File: config.mk
export PLATFORM = sky130hd
export DESIGN_NAME = fpu_addsub_arbiter
export DESIGN_NICKNAME = d
export VERILOG_FILES = /design/src/rtl/fpu_addsub_arbiter.sv
export SDC_FILE = /design/constraint.sdc
export NUM_CORES = 1
export LEC_CHECK = 0
export CORE_AREA = 2 2 158 160
export DETAILED_ROUTE_END_ITERATION = 8
export DIE_AREA = 0 0 160 162
export DONT_BUFFER_PORTS = 1
export PLACE_DENSITY = 0.39
export SLEW_MARGIN = 20
export SYNTH_ARGS = -nofsm -noshare
export SYNTH_HDL_FRONTEND = slang
export SYNTH_SLANG_ARGS = --single-unit
File: constraint.sdc
create_clock -name clk -period 2.7 [get_ports clk]
set_input_delay 0.405 -clock clk [delete_from_list [all_inputs] [get_ports clk]]
set_output_delay 0.405 -clock clk [all_outputs]
set_load 0.01 [all_outputs]
File: src/rtl/fpu_addsub_arbiter.sv
// Round-robin front end that shares one fixed-latency FP add/sub datapath between NREQ requesters.
// Optional per-requester grant counters are enabled with the FPU_ARB_PERF_EN macro.
module fpu_addsub_arbiter #(
  parameter int WIDTH = 32,
  parameter int NREQ  = 4,
  parameter int LAT   = 6,
  parameter int CNT_W = 16
) (
  input  logic                   clk,
  input  logic                   arst,
  input  logic [NREQ-1:0]        req_valid,
  output logic [NREQ-1:0]        req_ready,
  input  logic [NREQ*WIDTH-1:0]  req_a,
  input  logic [NREQ*WIDTH-1:0]  req_b,
  input  logic [NREQ-1:0]        req_op,
  input  logic                   hold,
  input  logic                   flush,
  output logic [WIDTH-1:0]       fpu_a,
  output logic [WIDTH-1:0]       fpu_b,
  output logic                   fpu_op,
  input  logic [WIDTH-1:0]       fpu_r,
  output logic [NREQ-1:0]        rsp_valid,
  output logic [WIDTH-1:0]       rsp_data,
`ifdef FPU_ARB_PERF_EN
  output logic [NREQ*CNT_W-1:0]  grant_cnt,
`endif
  output logic                   idle
);

  localparam int IDW = $clog2(NREQ);

  typedef enum logic [1:0] {
    ST_IDLE  = 2'd0,
    ST_BUSY  = 2'd1,
    ST_DRAIN = 2'd2
  } state_e;

  state_e              state_q, state_d;
  logic [IDW-1:0]      ptr_q, ptr_d;
  logic [IDW-1:0]      win_id_s, idx_s;
  logic [IDW:0]        sum_s;
  logic                win_found_s, grant_s, pending_s;
  logic [WIDTH-1:0]    fpu_a_q, fpu_a_d, fpu_b_q, fpu_b_d, sel_a_s, sel_b_s;
  logic                fpu_op_q, fpu_op_d, sel_op_s;
  logic [LAT-1:0]      tag_v_q, tag_v_d;
  logic [IDW-1:0]      tag_id_q [LAT];
  logic [IDW-1:0]      tag_id_d [LAT];
  logic [NREQ-1:0]     rsp_valid_q, rsp_valid_d;

  // Round-robin search from ptr upward, wrapping modulo NREQ.
  always_comb begin
    win_found_s = 1'b0;
    win_id_s    = '0;
    sum_s       = '0;
    idx_s       = '0;
    for (int k = 0; k < NREQ; k++) begin
      sum_s = {1'b0, ptr_q} + (IDW+1)'(k);
      sum_s = (sum_s >= (IDW+1)'(NREQ)) ? (sum_s - (IDW+1)'(NREQ)) : sum_s;
      idx_s = sum_s[IDW-1:0];
      if (!win_found_s && req_valid[idx_s]) begin
        win_found_s = 1'b1;
        win_id_s    = idx_s;
      end else begin
        win_found_s = win_found_s;
      end
    end
    grant_s   = win_found_s && !hold && !flush && (state_q != ST_DRAIN);
    req_ready = grant_s ? ({{(NREQ-1){1'b0}}, 1'b1} << win_id_s) : {NREQ{1'b0}};
  end

  // Operand mux for the current winner.
  always_comb begin
    sel_a_s  = '0;
    sel_b_s  = '0;
    sel_op_s = 1'b0;
    for (int i = 0; i < NREQ; i++) begin
      if (win_id_s == IDW'(i)) begin
        sel_a_s  = req_a[i*WIDTH +: WIDTH];
        sel_b_s  = req_b[i*WIDTH +: WIDTH];
        sel_op_s = req_op[i];
      end else begin
        sel_op_s = sel_op_s;
      end
    end
  end

  // Next-state for pointer, issue registers, tag pipe, response strobe and FSM.
  always_comb begin
    if (grant_s) begin
      ptr_d    = (win_id_s == IDW'(NREQ-1)) ? {IDW{1'b0}} : (win_id_s + IDW'(1));
      fpu_a_d  = sel_a_s;
      fpu_b_d  = sel_b_s;
      fpu_op_d = sel_op_s;
    end else begin
      ptr_d    = ptr_q;
      fpu_a_d  = fpu_a_q;
      fpu_b_d  = fpu_b_q;
      fpu_op_d = fpu_op_q;
    end

    tag_v_d     = flush ? {LAT{1'b0}} : {tag_v_q[LAT-2:0], grant_s};
    tag_id_d[0] = win_id_s;
    for (int i = 1; i < LAT; i++) begin
      tag_id_d[i] = tag_id_q[i-1];
    end

    // The extra response register aligns the strobe with fpu_r at grant+1+LAT.
    if (tag_v_q[LAT-1] && !flush) begin
      rsp_valid_d = {{(NREQ-1){1'b0}}, 1'b1} << tag_id_q[LAT-1];
    end else begin
      rsp_valid_d = {NREQ{1'b0}};
    end
    pending_s = (|tag_v_d) || (|rsp_valid_d);

    case (state_q)
      ST_IDLE:  state_d = grant_s ? ST_BUSY : ST_IDLE;
      ST_BUSY: begin
        if (hold) begin
          state_d = ST_DRAIN;
        end else if (!pending_s) begin
          state_d = ST_IDLE;
        end else begin
          state_d = ST_BUSY;
        end
      end
      ST_DRAIN: state_d = pending_s ? ST_DRAIN : ST_IDLE;
      default:  state_d = ST_IDLE;
    endcase
    if (flush) begin
      state_d = ST_IDLE;
    end else begin
      state_d = state_d;
    end
  end

  // State and datapath registers.
  always_ff @(posedge clk or posedge arst) begin
    if (arst) begin
      state_q     <= ST_IDLE;
      ptr_q       <= '0;
      fpu_a_q     <= '0;
      fpu_b_q     <= '0;
      fpu_op_q    <= 1'b0;
      tag_v_q     <= '0;
      rsp_valid_q <= '0;
      for (int i = 0; i < LAT; i++) begin
        tag_id_q[i] <= '0;
      end
    end else begin
      state_q     <= state_d;
      ptr_q       <= ptr_d;
      fpu_a_q     <= fpu_a_d;
      fpu_b_q     <= fpu_b_d;
      fpu_op_q    <= fpu_op_d;
      tag_v_q     <= tag_v_d;
      rsp_valid_q <= rsp_valid_d;
      for (int i = 0; i < LAT; i++) begin
        tag_id_q[i] <= tag_id_d[i];
      end
    end
  end

  assign fpu_a     = fpu_a_q;
  assign fpu_b     = fpu_b_q;
  assign fpu_op    = fpu_op_q;
  assign rsp_valid = rsp_valid_q;
  assign rsp_data  = fpu_r;
  assign idle      = (state_q == ST_IDLE);

`ifdef FPU_ARB_PERF_EN
  logic [CNT_W-1:0] cnt_q [NREQ];
  logic [CNT_W-1:0] cnt_d [NREQ];

  // Saturating grant counters, cleared only by arst.
  always_comb begin
    for (int i = 0; i < NREQ; i++) begin
      if (grant_s && (win_id_s == IDW'(i)) && (cnt_q[i] != {CNT_W{1'b1}})) begin
        cnt_d[i] = cnt_q[i] + {{(CNT_W-1){1'b0}}, 1'b1};
      end else begin
        cnt_d[i] = cnt_q[i];
      end
    end
  end

  // Counter registers.
  always_ff @(posedge clk or posedge arst) begin
    if (arst) begin
      for (int i = 0; i < NREQ; i++) begin
        cnt_q[i] <= '0;
      end
    end else begin
      for (int i = 0; i < NREQ; i++) begin
        cnt_q[i] <= cnt_d[i];
      end
    end
  end

  for (genvar g = 0; g < NREQ; g++) begin : g_cnt_out
    assign grant_cnt[g*CNT_W +: CNT_W] = cnt_q[g];
  end
`endif

endmodule
# --- Word level (Yosys, flattened, before mapping) ---
# Cells that the tools add are included.
op_classes:
  n_mux: 42
  reduce_logical: 17
  bitwise: 0
  magnitude_cmp: 8
  n_div: 0
  shift: 2
  multipliers: 0
  eq_ne: 6
  add_sub_neg: 8
op_table:
  columns: ["cell", "n"]
  rows:
  - ["2-to-1 mux 32 bit", 8]
  - ["2-to-1 mux 2 bit", 12]
  - ["2-to-1 mux 1 bit", 14]
  - ["less-than comparator 2 x 3 -> 1 bit (second input constant)", 4]
  - ["greater-or-equal comparator 3 bit (second input constant)", 3]
  - ["binary-select mux 1 bit (select 2 bit)", 4]
  - ["2-to-1 mux 4 bit", 2]
  - ["<< shifter 1 x 2 -> 4 bit (first input constant)", 2]
  - ["subtractor 2 x 1 -> 2 bit (second input constant)", 4]
  - ["logical AND 1 bit", 7]
  - ["adder 2 x 2 -> 3 bit (second input constant)", 2]
  - ["equality test 2 bit (second input constant)", 3]
  - ["2-to-1 mux 6 bit", 1]
  - ["case mux 2 bit (3 select lines)", 1]
  - ["OR reduction 6 bit", 1]
  - ["logical NOT 1 bit", 5]
  - ["equality test 2 x 1 -> 1 bit (second input constant)", 2]
  - ["logical NOT 2 bit", 2]
  - ["OR reduction 4 bit", 1]
  - ["adder 2 x 1 -> 3 bit (second input constant)", 1]
  - ["greater-or-equal comparator 2 x 3 -> 1 bit (second input constant)", 1]
  - ["adder 2 x 1 -> 2 bit (second input constant)", 1]
  - ["!= test 2 bit (second input constant)", 1]
  - ["logical OR 1 bit", 1]
word_totals:
  reg_bits: 91
  latch_bits: 0
  memories: 0
  inputBits: 300
  romBits: 0
  mem_bits_rw: 0
  elab_cells: 96

# --- Depth between registers and ports, before layout ---
# Gate-level depths: netlist (run 1).
depth:
  word_depth: 24
  mapped_depth: 10
  mapped_depth_nobuf: 7

# --- Worst setup path after synthesis (run 1) ---
# Ideal clock, no wire load.
synth_path:
  kind: "register -> output"
  start: "register ptr_q[1]"
  end: "output port req_ready[2]"
  stages_incl_launch_ff: 9
  path_slack_ps: 237
  t_arrival_ps: 2058
  path_cell_list: "dfrtp_1 or3b_2 o221a_2 inv_1 ha_1 clkbuf_1 buf_2 clkbuf_1 and2_1"
synth_lines:
  columns: ["element", "line", "source"]
  rows:
  - ["start: declaration", "39", "logic [IDW-1:0] ptr_q, ptr_d;"]
  - ["start signal: assignment", "151", "ptr_q <= ptr_d;"]
  - ["end: declaration", "12", "output logic [NREQ-1:0] req_ready,"]

==> reports/metrics.cfg, run 1 <==
[sta]
hold_violations=0
post-route-period-util=0.964
slew_violations=0
tightestPinTransition_ns=0.859
slew_headroom=0.427
tns_ns=0
layout_min_cycle_time_ns=2.60
grt_setup_unrepaired=false
finClkSkew_ns=0.00830
fin_hold_ws_ns=0.0513
max_freq_mhz=384
setup-violations-final=0

[floorplan]
num_rows=57
fp.dieW_um=160
die_height_um=162
pin_count=406
initial_utilization=0.251
core-area_um2=24100
dieArea_um2=25900

[setup_path]
crit_path_end_kind=primary output
cp.arrival_ns=2.20
cp_max_fo=51
crit_required_ns=2.30
r2r_cells=9
crit_type=reg2out
startpoint_type=flop

[pwr]
p_int_w=0.00386
irDropWorstVdd_uv=373
power_frac_clock=0.192
sequentialPowerShare=0.366
power.density_nw_per_um2=1050
switchingPower_w=0.00292
switching_share=0.431
p_comb_frac=0.442
leakage_nw=2.46

[synthesis]
synth.distinct_cells=34
avgSynthCellArea_um2=8.55
ys_warn_count=0
synth_seq_cells=91
seq_area_frac_synth=0.377
syn_inst=707
syn-cell-area_um2=6050
synth_fp_nets=1011

[final_layout]
layout_common_cells=131 x a31oi_1, 90 x dfrtp_1, 69 x a21oi_1, 66 x inv_1, 66 x nand3b_1
final_util=0.268
final_common_cell=a31oi_1
drive_gt1_frac=0.0869
finalNonFillerCells=958
area_delta_synth_final_pct=7.01
num-nets-final=932

[routing]
via_count=5552
firstDrtPassIters=5
drc_errors=0
wirelength_mm=23.9
m1WireLength_mm=9.11
antenna_left=0
wire_per_inst_um=24.9
wl_met3_mm=1.86
top_layer=met4
viasPerCell=5.80
drt_iter0_drc=638
wl_met2_mm=12.5

[place]
dp.cells=938
port_buffers=0
gp_congestion=0.832
dp_hpwl_mm=16.7

[job]
drv_cap=0

[cts]
cts_max_path_buffers=2
cts_hold_buf=0
clkTransAtPathRegs_ns=0.08
clock-sinks=91
cts_buffers=9
clk-insertion-delay-late_ns=0.35
cts_tree=built
cts_max_level=3
root_buffer=clkbuf_16

[grt]
grt_max_degree=67
grt_pass1_wl_mm=35.1
grt_pass1_vias=5572
grt_usage=0.175
antenna_found_initial=1
overflow=0

[status]
status=finished clean

[worst_hold_path]
hold_path_class=in2async

## final cells by class
cell class | count | area [um^2]
sequential | 91 | 2280
inverter | 69 | 265
clock inverter | 7 | 78.8
clock buffer | 9 | 225
fill | 2682 | 17600
antenna | 1 | 2.50
multi-input combinational | 434 | 2920
tap | 324 | 405
timing repair buffer | 23 | 298
## cell families (layout without fill, tap and decap cells)
kind of cell | after synthesis | count (layout) | share of synthesized area
AOI/OAI and AO/OA | 275 | 275 | 0.313
buffers and inverters | 182 | 108 | 0.151
and+or+nand+nor | 154 | 154 | 0.149
DFF | 91 | 91 | 0.377
adders and majority gates | 4 | 4 | 0.00828
muxes | 1 | 1 | 0.00166
other | 0 | 1 | 0
## synthesized netlist by cell type
cell,n,share of area
a211oi_1,1,0.0012
a21boi_0,1,0.0012
a21oi_1,69,0.057
a221o_1,65,0.11
a31oi_1,131,0.14
and2_1,4,0.0041
and4b_1,1,0.0017
buf_1,3,0.0019
buf_2,15,0.012
buf_4,32,0.040
buf_6,12,0.022
clkbuf_1,51,0.032
dfrtp_1,91,0.38
ha_1,4,0.0083
inv_1,68,0.042
inv_4,1,0.0010
mux2i_1,1,0.0017
nand2_1,65,0.040
nand2b_1,1,0.0010
nand3_2,1,0.0017
nand3b_1,66,0.082
nor2_1,2,0.0012
nor2b_1,6,0.0062
nor4_1,1,0.0010
nor4b_1,1,0.0014
nor4bb_1,2,0.0033
o21a_1,1,0.0012
o221a_2,1,0.0019
o22a_1,1,0.0014
o22ai_1,1,0.0010
o31ai_1,4,0.0050
or2_2,1,0.0010
or3b_2,1,0.0014
or4_1,2,0.0025
## power by group through the flow
stage	logic (W)	registers, W	clock network, W
finish	0.00300	0.00248	0.00130
global route	0.00333	0.00254	0.00144
CTS	0.00300	0.00249	0.00137
detailed placement	0.00293	0.00252	0
global placement	0.00287	0.00251	0
floorplan	0.00222	0.00231	0
## state kept, by name, summed over array words and instances, names as in the netlist
name       count
tag_id_q       2
ptr_q          2
fpu_a         32
fpu_b         32
tag_v_q        6
tag_id_d      10
rsp_valid      4
fpu_op         1
state_q        2
## repair_timing
item                                    4_1_cts  5_1_grt
pin swaps                                     1        1
resized for setup                             4        4
buffers inserted                              2        1
endpoints found under the setup margin        3        7
## through the flow
step | total power [W] | instance area [um^2] | worst slack (ns)
final | 0.00678 | 6470 | 0.0978
after global routing | 0.00730 | 6470 | 0.0126
after CTS | 0.00687 | 6450 | 0.0200
after detailed placement | 0.00545 | 6100 | 0.152
after global placement | 0.00537 | 6100 | 0.212
after floorplan | 0.00453 | 6050 | 0.237
## metal layers
| metal | vias up | GRT usage |
|---|---|---|
| met3 | 30 | 0.0432 |
| met4 | 0 | 0.0581 |
| met5 | - | 0 |
| met1 | 2765 | 0.207 |
| li1 | 2434 | - |
| met2 | 323 | 0.312 |
## critical path, cell delays in order, from the launching register on
cell and delay (ns):
dfrtp_2 0.45, or3b_2 0.50, o221a_4 0.18, inv_2 0.10, ha_4 0.16, buf_12 0.21
and2_1 0.22
## worst paths after layout
| path | from | to | slack, ns |
|---|---|---|---|
| setup / recovery | ptr_q[1] | req_ready[2] | 0.1 |
| hold / removal | arst | fpu_a[8] | 0.05 |
| setup reg to reg | ptr_q[1] | fpu_b[30] | 0.17 |
| hold reg to reg | tag_id_d[3] | tag_id_d[1] | 0.35 |
| max in group asynchronous | arst | ptr_q[1] | 1.84 |
| min in group clk | flush | state_q[1] | 0.12 |
No activity file was read; power rests on OpenSTA's default activity.
==> run 2, diff against run 1 <==
CORE_AREA = 2 2 160 162   (was 2 2 158 160)
CTS_BUF_LIST = sky130_fd_sc_hd__clkbuf_8   (was not set)
DIE_AREA = 0 0 162 164   (was 0 0 160 162)
PLACE_DENSITY = 0.38   (was 0.39)
==> reports/metrics.cfg, run 2 (synthesis gave the netlist of run 1 again) <==
[status]
status=finished clean

[cts]
cts_tree=built
clkTransAtPathRegs_ns=0.11  ; +0.03 ns
clk-insertion-delay-late_ns=0.39  ; +0.04 ns
clock-sinks=91  ; unchanged
cts_max_level=3  ; unchanged
cts_max_path_buffers=2  ; unchanged
root_buffer=clkbuf_8
cts_buffers=9  ; unchanged

[floorplan]
die_height_um=164  ; +1.2%
num_rows=58  ; +1.8%
initial_utilization=0.244  ; -0.00721
pin_count=406  ; unchanged
core-area_um2=24800  ; +3.0%
dieArea_um2=26600  ; +2.5%
fp.dieW_um=162  ; +1.3%

[grt]
grt_pass1_vias=5670  ; +1.8%
grt_usage=0.165  ; -0.0105
grt_max_degree=67  ; unchanged
grt_pass1_wl_mm=33.7  ; -4.0%
overflow=0  ; unchanged
antenna_found_initial=0  ; -1

[final_layout]
drive_gt1_frac=0.0886  ; +0.00172
num_antenna_cells=0  ; -1
seqCellArea_um2=2280  ; unchanged
final_common_cell=a31oi_1
num-nets-final=931  ; -0.11%
layout_common_cells=131 x a31oi_1, 90 x dfrtp_1, 69 x a21oi_1, 66 x inv_1, 66 x nand3b_1
multi_input_area_um2=2930  ; +0.26%
area_delta_synth_final_pct=6.06
n_fill_cell=2722  ; +1.5%

[pwr]
power.density_nw_per_um2=1010  ; -3.4%
total_power_w=0.00649  ; -4.3%
irDropWorstVdd_uv=296  ; -21%
leakage_nw=2.42  ; -1.4%

[sta]
max_freq_mhz=377  ; -1.9%
fin_ws_ns=0.0483  ; -0.0495 ns
tns_ns=0  ; unchanged
grt_setup_unrepaired=true
finClkSkew_ns=0.0207  ; +0.0124 ns
slew_headroom=0.406  ; -0.0210
tightestPinTransition_ns=0.891  ; +0.0316 ns
slew_violations=0  ; unchanged
layout_min_cycle_time_ns=2.65  ; +0.0495 ns
fin_hold_ws_ns=0.0729  ; +0.0216 ns
setup-violations-final=0  ; unchanged
hold_violations=0  ; unchanged
post-route-period-util=0.982  ; +0.0184

[setup_path]
cp.arrival_ns=2.25  ; +0.05 ns
r2r_cells=9  ; unchanged
crit_required_ns=2.30  ; about the same
crit_type=reg2out
slowest_delay_ns=0.47  ; -0.03 ns
crit_chain=or3b_2, o221a_2, inv_2, ha_2, buf_12, and2_4
crit_path_end_kind=primary output
cp_max_fo=26  ; -49%
cpMaxStageDelayCell=dfrtp_2
startpoint_type=flop

[routing]
viasPerCell=5.85  ; +0.89%
drc_errors=0  ; unchanged
wirelength_mm=23.7  ; -0.66%
via_count=5625  ; +1.3%
firstDrtPassIters=5  ; unchanged
wire_per_inst_um=24.7  ; -1.1%
antenna_left=0  ; unchanged
drt_iter0_drc=372  ; -42%

[job]
drv_cap=0  ; unchanged

[place]
dp_hpwl_mm=15.9  ; -5.2%
gp_congestion=0.809  ; -2.8%
dp_slack_ns=0.162  ; +0.00958 ns
port_buffers=0  ; unchanged

[worst_hold_path]
hold_path_class=in2reg
hold_depth=1

run 2: cell types whose count changed in the layout (fill, tap and decap cells not counted), moves of 2 or more:
cell,change
clkbuf_8,+9
clkbuf_16,-7
buf_4,-4
and2_1,-2
and2_4,+2
buf_12,-2
run 2: final cells by class:
cell class	instances	area share
inverter	69	0.0414
timing repair buffer	22	0.0509
sequential	91	0.355
clock inverter	7	0.0127
multi-input combinational	434	0.456
clock buffer	9	0.0193
tap	330	0.0644
run 2: metal layers:
metal | GRT usage | wire length (um)
met5 | 0 | 0
met3 | 0.0429 | 1670
met4 | 0.0636 | 735
met1 | 0.196 | 9400
met2 | 0.285 | 11900
run 2: worst max-delay path: cells and delay by family (launching register included):
kind            cells  cell delay, ns
buf+inv             2            0.29
flops               1            0.47
compound gates      1            0.21
simple gates        2            0.64
fa+ha+maj           1            0.24
run 2: metrics by stage:
| step | utilization | std cells | area [um^2] |
|---|---|---|---|
| 5_1_grt | 0.258 | 962 | 6410 |
| 4_1_cts | 0.255 | 960 | 6340 |
| 3_5_place_dp | 0.246 | 942 | 6100 |
| 3_3_place_gp | 0.246 | 942 | 6100 |
| 2_1_floorplan | - | 707 | 6050 |
| 6_report | 0.258 | 962 | 6410 |
run 2: what timing repair did:
action | 4_1_cts | 5_1_grt
resized for setup | 6 | 5
hold buffers | 1 | 0
cloned | 0 | 1
buffers inserted | 1 | 1
hold endpoints to repair | 4 | 0
pin swaps | 0 | 2
endpoints found under the setup margin | 2 | 4
run 2: power breakdown:
group	switching (W)	internal, W
clock network	0.000636	0.000371
registers	0.000619	0.00185
logic	0.00165	0.00137
total	0.00290	0.00359
run 2: worst paths after layout:
kind	from	slack (ns)	endpoint
max in group asynchronous	arst	1.62	ptr_q[1]
min in group asynchronous	arst	0.40	fpu_a[7]
min reg2reg	tag_id_d[0]	0.36	tag_id_q[0]
min	flush	0.07	state_q[1]
max	ptr_q[1]	0.05	req_ready[0]
max reg2reg	ptr_q[1]	0.14	fpu_a[28]
